**config.mk**
```make
export PLATFORM = sky130hd
export DESIGN_NAME = int2fp_convert
export DESIGN_NICKNAME = d
export VERILOG_FILES = /design/src/rtl/int2fp_convert.sv
export SDC_FILE = /design/constraint.sdc
export NUM_CORES = 1
export LEC_CHECK = 0
export BUFFER_PORTS_ARGS = -buffer_cell sky130_fd_sc_hd__buf_2
export CORE_UTILIZATION = 55
export CTS_CLUSTER_DIAMETER = 40
export DETAILED_ROUTE_END_ITERATION = 12
export GPL_TIMING_DRIVEN = 1
export PLACE_DENSITY = 0.75
export SLEW_MARGIN = 20
export SYNTH_ARGS = -nofsm -noshare
export SYNTH_HDL_FRONTEND = slang
export SYNTH_SLANG_ARGS = --single-unit
```
**constraint.sdc**
```tcl
create_clock -name clock -period 3.7 [get_ports clock]
set_clock_uncertainty 0.2 [all_clocks]
set_input_delay 0.74 -clock clock [delete_from_list [all_inputs] [get_ports clock]]
set_output_delay 0.74 -clock clock [all_outputs]
set_load 0.02 [all_outputs]
```
**src/rtl/int2fp_convert.sv**
```systemverilog
// =============================================================================
// int2fp_convert
// -----------------------------------------------------------------------------
// Pipelined signed 32-bit integer to IEEE-754 single-precision converter for
// the miniGPU datapath. One operand per cycle over a valid/ready handshake,
// the rounded float appears three register stages later. Full backpressure
// with bubble collapsing: every stage advances whenever it is empty or its
// downstream stage is loading.
//
//   S1 : sign / magnitude split (|0x80000000| stays 0x80000000)
//   S2 : leading-zero count and normalisation (bit 31 = 1), biased exponent
//   S3 : round-to-nearest-even, exponent carry, result / inexact registers
//
// Ports
//   clock        in   rising-edge clock
//   reset        in   synchronous, active-high reset
//   in_valid     in   operand present
//   in_ready     out  converter can accept an operand this cycle
//   in_int[31:0] in   two's-complement operand
//   in_unsigned  in   treat in_int as unsigned (INT2FP_UNSIGNED_EN builds only)
//   out_valid    out  result present
//   out_ready    in   consumer accepts the result this cycle
//   out_float    out  {sign, exp[7:0], frac[22:0]}
//   out_inexact  out  result differs from the exact integer value
//
// Configuration
//   INT2FP_UNSIGNED_EN : when defined, adds the in_unsigned port. When it is
//                        1 the operand is taken as an unsigned magnitude.
//                        When undefined the operand is always signed.
//
// Results are never -0.0, NaN, Inf or denormal: a 32-bit integer magnitude
// always fits the single-precision exponent range.
// =============================================================================
module int2fp_convert (
    input  logic        clock,
    input  logic        reset,
    input  logic        in_valid,
    output logic        in_ready,
    input  logic [31:0] in_int,
`ifdef INT2FP_UNSIGNED_EN
    input  logic        in_unsigned,
`endif
    output logic        out_valid,
    input  logic        out_ready,
    output logic [31:0] out_float,
    output logic        out_inexact
);

    // -------------------------------------------------------------------------
    // Leading-zero count of a 32-bit word; 32 for an all-zero word.
    // Scans upward so the highest set bit is the last one to update the count.
    // -------------------------------------------------------------------------
    function automatic logic [5:0] clz32(input logic [31:0] value);
        logic [5:0] count;
        count = 6'd32;
        for (int i = 0; i < 32; i++) begin
            if (value[i]) begin
                count = 6'(31 - i);
            end else begin
                count = count;
            end
        end
        return count;
    endfunction

    // Pipeline valid bits
    logic        v1_r;
    logic        v2_r;
    logic        v3_r;

    // Stage load enables
    logic        load1_s;
    logic        load2_s;
    logic        load3_s;

    // S1 registers and their next-state values
    logic        s1_sign_r;
    logic [31:0] s1_mag_r;
    logic        s1_sign_next_s;
    logic [31:0] s1_mag_next_s;

    // S2 registers and their next-state values
    logic        s2_sign_r;
    logic        s2_zero_r;
    logic [7:0]  s2_exp_r;
    logic [30:0] s2_norm_r;      // normalised magnitude without its implicit 1
    logic [5:0]  lz_s;
    logic [31:0] norm_s;
    logic [7:0]  s2_exp_next_s;

    // S3 rounding signals and output registers
    logic [22:0] frac_trunc_s;
    logic        guard_s;
    logic        sticky_s;
    logic        round_up_s;
    logic        carry_s;
    logic [22:0] frac_rnd_s;
    logic [7:0]  exp_rnd_s;
    logic [31:0] result_s;
    logic        inexact_s;
    logic [31:0] out_float_r;
    logic        out_inexact_r;

    // Handshake: each stage loads when empty or when the stage after it loads
    always_comb begin
        load3_s = !v3_r || out_ready;
        load2_s = !v2_r || load3_s;
        load1_s = !v1_r || load2_s;
        if (reset) begin
            in_ready = 1'b0;
        end else begin
            in_ready = load1_s;
        end
    end

    // S1 next state: split the operand into sign and 32-bit magnitude
    always_comb begin
`ifdef INT2FP_UNSIGNED_EN
        s1_sign_next_s = in_int[31] & ~in_unsigned;
`else
        s1_sign_next_s = in_int[31];
`endif
        // Negating 0x80000000 wraps back to 0x80000000, the correct magnitude
        if (s1_sign_next_s) begin
            s1_mag_next_s = ~in_int + 32'd1;
        end else begin
            s1_mag_next_s = in_int;
        end
    end

    // S1 register: capture sign/magnitude on an accepted transfer
    always_ff @(posedge clock) begin
        if (reset) begin
            v1_r      <= 1'b0;
            s1_sign_r <= 1'b0;
            s1_mag_r  <= 32'd0;
        end else if (load1_s) begin
            v1_r <= in_valid;
            if (in_valid) begin
                s1_sign_r <= s1_sign_next_s;
                s1_mag_r  <= s1_mag_next_s;
            end else begin
                s1_sign_r <= s1_sign_r;
                s1_mag_r  <= s1_mag_r;
            end
        end else begin
            v1_r      <= v1_r;
            s1_sign_r <= s1_sign_r;
            s1_mag_r  <= s1_mag_r;
        end
    end

    // S2 next state: normalise so the leading one sits at bit 31
    always_comb begin
        lz_s          = clz32(s1_mag_r);
        norm_s        = s1_mag_r << lz_s;
        // Bias 127 plus 31 for the binary point sitting left of bit 31
        s2_exp_next_s = 8'd158 - {2'b00, lz_s};
    end

    // S2 register: advance the normalised operand
    always_ff @(posedge clock) begin
        if (reset) begin
            v2_r      <= 1'b0;
            s2_sign_r <= 1'b0;
            s2_zero_r <= 1'b0;
            s2_exp_r  <= 8'd0;
            s2_norm_r <= 31'd0;
        end else if (load2_s) begin
            v2_r <= v1_r;
            if (v1_r) begin
                s2_sign_r <= s1_sign_r;
                // A zero magnitude is the only case with no leading one
                s2_zero_r <= ~norm_s[31];
                s2_exp_r  <= s2_exp_next_s;
                s2_norm_r <= norm_s[30:0];
            end else begin
                s2_sign_r <= s2_sign_r;
                s2_zero_r <= s2_zero_r;
                s2_exp_r  <= s2_exp_r;
                s2_norm_r <= s2_norm_r;
            end
        end else begin
            v2_r      <= v2_r;
            s2_sign_r <= s2_sign_r;
            s2_zero_r <= s2_zero_r;
            s2_exp_r  <= s2_exp_r;
            s2_norm_r <= s2_norm_r;
        end
    end

    // S3 next state: round to nearest even and assemble the IEEE word
    always_comb begin
        frac_trunc_s          = s2_norm_r[30:8];
        guard_s               = s2_norm_r[7];
        sticky_s              = |s2_norm_r[6:0];
        round_up_s            = guard_s & (sticky_s | frac_trunc_s[0]);
        // Carry out of the fraction leaves it all-zero and bumps the exponent
        {carry_s, frac_rnd_s} = {1'b0, frac_trunc_s} + {23'd0, round_up_s};
        exp_rnd_s             = s2_exp_r + {7'd0, carry_s};
        if (s2_zero_r) begin
            result_s  = 32'd0;
            inexact_s = 1'b0;
        end else begin
            result_s  = {s2_sign_r, exp_rnd_s, frac_rnd_s};
            inexact_s = guard_s | sticky_s;
        end
    end

    // S3 register: results hold steady while the consumer stalls
    always_ff @(posedge clock) begin
        if (reset) begin
            v3_r          <= 1'b0;
            out_float_r   <= 32'd0;
            out_inexact_r <= 1'b0;
        end else if (load3_s) begin
            v3_r <= v2_r;
            if (v2_r) begin
                out_float_r   <= result_s;
                out_inexact_r <= inexact_s;
            end else begin
                out_float_r   <= out_float_r;
                out_inexact_r <= out_inexact_r;
            end
        end else begin
            v3_r          <= v3_r;
            out_float_r   <= out_float_r;
            out_inexact_r <= out_inexact_r;
        end
    end

    assign out_valid   = v3_r;
    assign out_float   = out_float_r;
    assign out_inexact = out_inexact_r;

endmodule

```
# Yosys cells after proc, flatten, opt, wreduce, memory -nomap -nowiden
# Index checks and enable logic that the tools add are counted.
[op_classes] add_sub_neg=4 n_shift=1 mux=36 n_bitwise=5 reduce_logical=10
[op_table] operator="$mux 6" count=32
[op_table] operator="$mux 32" count=2
[op_table] operator="$add 32x1->32 const B" count=1
[op_table] operator="$not 32->32" count=1
[op_table] operator="$shl 32x6->32" count=1
[op_table] operator="$add 23x1->24" count=1
[op_table] operator="$add 8x1->8" count=1
[op_table] operator="$sub 8x6->8 const A" count=1
[op_table] operator="$reduce_or 7->1" count=1
[op_table] operator="$reduce_and 2->1" count=3
[op_table] operator="$logic_not 1->1" count=3
[op_table] operator="$logic_or 1x1->1" count=3
[op_table] operator="$mux 1" count=2
[op_table] operator="$or 1x1->1" count=2
[op_table] operator="$and 1x1->1" count=1
[op_table] operator="$not 1->1" count=1
[totals] reg_bits=110 output_inout_bits=35 word_cells=67

# Logic depth before layout (Yosys ltp)
[logic_depth] depth_word=34 ltp_mapped=15

# Least setup slack after synthesis
# OpenSTA, ideal clock, no wires.
[synth_path] path_type="input-to-reg" from="input in_int[14]" to="register s1_mag_r[29]" setup_ps=86 t_arrival_ps=2976 slack_ps=438 stages=8 n_path_buf=0 path_cell_list="or4_1 nor4_1 inv_1 or4_1 or2_2 o41ai_2 xor2_1 a211oi_1"
[synth_between] elab_chain_cells=3
[synth_lines] item="start: declaration" line_no="39" rtl="input logic [31:0] in_int,"
[synth_lines] item="$not 32->32" line_no="125" rtl="s1_mag_next_s = ~in_int + 32'd1;"
[synth_lines] item="$add 32x1->32" line_no="125"
[synth_lines] item="$mux 32" line_no="124" rtl="if (s1_sign_next_s) begin"
[synth_lines] item="end signal: assignment" line_no="141" rtl="s1_mag_r <= s1_mag_next_s;"
[synth_lines] item="end signal: assignment" line_no="144" rtl="s1_mag_r <= s1_mag_r;"
[synth_lines] item="end signal: assignment" line_no="149" rtl="s1_mag_r <= s1_mag_r;"
[synth_lines] item="end: declaration" line_no="78" rtl="logic [31:0] s1_mag_r;"
# Every way passes these cells.
# A chain may end at the register's enable or synchronous reset.

# Worst setup path after layout
[layout_path] from="register s1_mag_r[16]" to="register s2_norm_r[19]"
[layout_between] elab_chain_cells=17
[layout_lines] item="$mux 6 (16 in series)" line_no="57" rtl="if (value[i]) begin"
[layout_lines] item="$shl 32x6->32 *" line_no="156" rtl="norm_s = s1_mag_r << lz_s;"
[layout_lines] item="end signal: assignment" line_no="176" rtl="s2_norm_r <= norm_s[30:0];"
[layout_lines] item="end signal: assignment" line_no="181" rtl="s2_norm_r <= s2_norm_r;"
[layout_lines] item="end signal: assignment" line_no="188" rtl="s2_norm_r <= s2_norm_r;"
[layout_lines] item="end: declaration" line_no="86" rtl="logic [30:0] s2_norm_r;"
# Every way passes the cells marked *; elsewhere a longest branch is shown, timed or not.

==> impl_metrics.json <==
{
  "yosysTopAreaCellShare_pct": 29.7,
  "ys_ff_latch": 110,
  "synth_top_flop_cell": "dfxtp_1",
  "holdWs_ns": 0.257,
  "setup-violations-final": 0,
  "worst_r2r_endpoint": "s2_norm_r[19]",
  "clk_path_buf_depth": 2,
  "die_h_um": 118,
  "routed_wl_um": 20100,
  "dp_hpwl_um": 15000,
  "ys_seq_area_share_pct": 29.7,
  "boundaryPins": 71,
  "power_leakage_uw": 0.00332,
  "dieArea_um2": 13900,
  "hold_path_class": "flip-flop to flip-flop",
  "drt_pass1_iterations": 6,
  "cp-end-kind": "flip-flop",
  "core_area_um2": 13200,
  "die_w_um": 118,
  "reg2reg_from": "s1_mag_r[16]",
  "max_freq_mhz": 295,
  "yosysMostFrequentCell": "nor2_1",
  "fin_nets": 1042,
  "grt_pass1_wl_um": 33200,
  "io_buffers": 70,
  "ctsHoldBuffers": 0,
  "grt_start_max_net_pins": 62,
  "post-route-cell-area_um2": 8360,
  "synth_common_cells": "nor2_1 (119), dfxtp_1 (110), nand2_1 (83), a21oi_1 (54), clkbuf_1 (52)",
  "min_period_ns": 3.39,
  "r2r_slack_ns": 0.31,
  "grt_setup_unrepaired": "false",
  "cp-start-kind": "flip-flop",
  "synthesis.area_um2": 7400,
  "grt_antenna_before_repair": 0,
  "reg2reg_depth": 11,
  "synth_top_area_cell": "dfxtp_1",
  "crit_type": "flip-flop to flip-flop",
  "final_core_util_pct": 63.3,
  "ant_nets": 0,
  "insertion_delay_ns": 0.37,
  "diodes": 0,
  "ys_types": 80,
  "cts_resized": 0,
  "drive_gt1_share_pct": 16.7,
  "tns_ns": 0,
  "drt-wirelength-per-cell_um": 17.0,
  "cts_buffers": 9,
  "drt_iter0_markers": 571,
  "async_flop_share_pct": 0,
  "arrival_ns": 3.41,
  "cts_tree": "done",
  "power.density_nw_per_um2": 440,
  "place.gp.congestion": 0.962,
  "hold_path_end": "s2_sign_r",
  "synth.net_count": 991,
  "relSlewSlack_pct": 55.8,
  "path_clk_slew_ns": 0.07,
  "grtUsageTotal_pct": 29.4,
  "vias_per_cell": 6.20,
  "ys.warnings.count": 0,
  "placed_area_um2": 8030,
  "power.total_uw": 3680,
  "holdPathStages": 2,
  "finalHoldViolations": 0,
  "start_util_pct": 56.1,
  "synth_area_leaders": "dfxtp_1 (30%), mux2i_1 (6.2%), nor2_1 (6.0%)",
  "cts-root-buf": "clkbuf_16",
  "status": "completed",
  "overflow": 0,
  "synth_edf_count": 0,
  "htreeDepth": 3,
  "cts_sinks": 110,
  "avgSynthCellArea_um2": 7.80,
  "dr_total_vias": 7325,
  "post-route-period-util_pct": 91.6,
  "worstMarginPinSlew_ns": 0.657,
  "cp.required_ns": 3.72,
  "grt_pass1_vias": 6570,
  "maxCapViolations": 0,
  "path_max_fanout": 8,
  "irDropWorstVdd_uv": 259,
  "post_cts_buffers": 0,
  "synth_cells": 949,
  "drv_slew": 0,
  "area_growth_pct": 12.8,
  "rows": 42,
  "route.detailed.drc": 0,
  "min_from": "s2_sign_r"
}
[cell usage in the layout, fill, tap and decap left out, types with 5 or more instances in the layout]
cell | synthesis | final
a211oi_1 | 38 | 38
a21oi_1 | 54 | 54
a221o_1 | 5 | 5
a221oi_1 | 7 | 7
a22o_1 | 6 | 6
a22oi_1 | 34 | 34
a31oi_1 | 7 | 6
and2_1 | 11 | 11
and3_1 | 8 | 8
buf_2 | 15 | 69
buf_4 | 8 | 48
clkbuf_16 | 0 | 9
dfxtp_1 | 110 | 110
ha_1 | 6 | 6
inv_1 | 12 | 12
mux2_2 | 8 | 8
mux2i_1 | 46 | 46
nand2_1 | 83 | 83
nand2b_1 | 11 | 11
nand3_1 | 39 | 39
nand4_1 | 15 | 15
nor2_1 | 119 | 119
nor2b_1 | 6 | 6
nor3_1 | 19 | 19
nor3b_1 | 5 | 5
nor4_1 | 11 | 11
o211ai_1 | 11 | 11
o21a_1 | 6 | 6
o21ai_0 | 37 | 36
o31ai_1 | 11 | 11
or2_2 | 5 | 5
or3_1 | 8 | 8
or4_1 | 8 | 8
xnor2_1 | 26 | 26
xor2_1 | 31 | 31
[routing by layer]
layer	up-vias	global-route usage, %	wire length [µm]
met1	3418	37.8	8990
met2	248	48.1	9380
met5	-	0	0
li1	3598	-	-
met4	0	15.9	881
met3	61	3.29	842
[worst max path at each step]
stage                     cells past startpoint          from            end
after floorplan                               8    in_int[14]   s1_mag_r[29]
after global placement                        9    in_int[12]   s1_mag_r[29]
after detailed placement                      9    in_int[14]   s1_mag_r[29]
after CTS                                    10   s1_mag_r[4]  s2_norm_r[27]
after global routing                         10   s1_mag_r[4]  s2_norm_r[27]
final                                        11  s1_mag_r[16]  s2_norm_r[19]
[cells by family (layout without fill, tap and decap cells)]
family	after synthesis	in the layout	share of synthesized area, %
compound gates	268	268	25.6
xor+xnor	57	57	6.74
fa+ha+maj	6	6	1.01
buf+inv	93	149	5.58
flops	110	110	29.7
mux	56	56	8.04
simple gates	359	359	23.3
[sequential cells by signal (all words and copies together), names as in the netlist]
register and cells:
s2_norm_r 31, out_valid 1, v1_r 1, out_float 32, s2_exp_r 8, s2_sign_r 1, s2_zero_r 1, v2_r 1
s1_sign_r 1, out_inexact 1, s1_mag_r 32
[power breakdown]
group / internal [µW] / total (µW) / switching [µW]
logic: 515 / 1220 / 701
registers: 1250 / 1360 / 107
clock network: 620 / 1100 / 480
total: 2390 / 3680 / 1290
[worst max-delay path, cell delays in order, from the launching register on]
cell	delay, ns
dfxtp_1	0.41
nor4_2	0.44
o2111a_1	0.36
o41ai_2	0.11
buf_4	0.17
nand2_4	0.10
buf_4	0.16
mux2i_1	0.32
mux2i_1	0.20
mux4_2	0.52
a211oi_2	0.21
a211oi_1	0.07
[final cells by class]
type,count,area (µm²)
timing repair buffer,119,746
multi-input combinational,746,4800
tap,176,220
clock inverter,5,87.6
clock buffer,11,243
sequential,110,2200
fill,1236,4830
inverter,14,52.6
[metrics by stage]
step	setup slack, ns	instances
floorplan	0.438	949
global placement	0.205	1165
detailed placement	0.149	1165
CTS	0.362	1181
global route	0.0495	1181
finish	0.310	1181
Power figures use the tool's default switching activity.
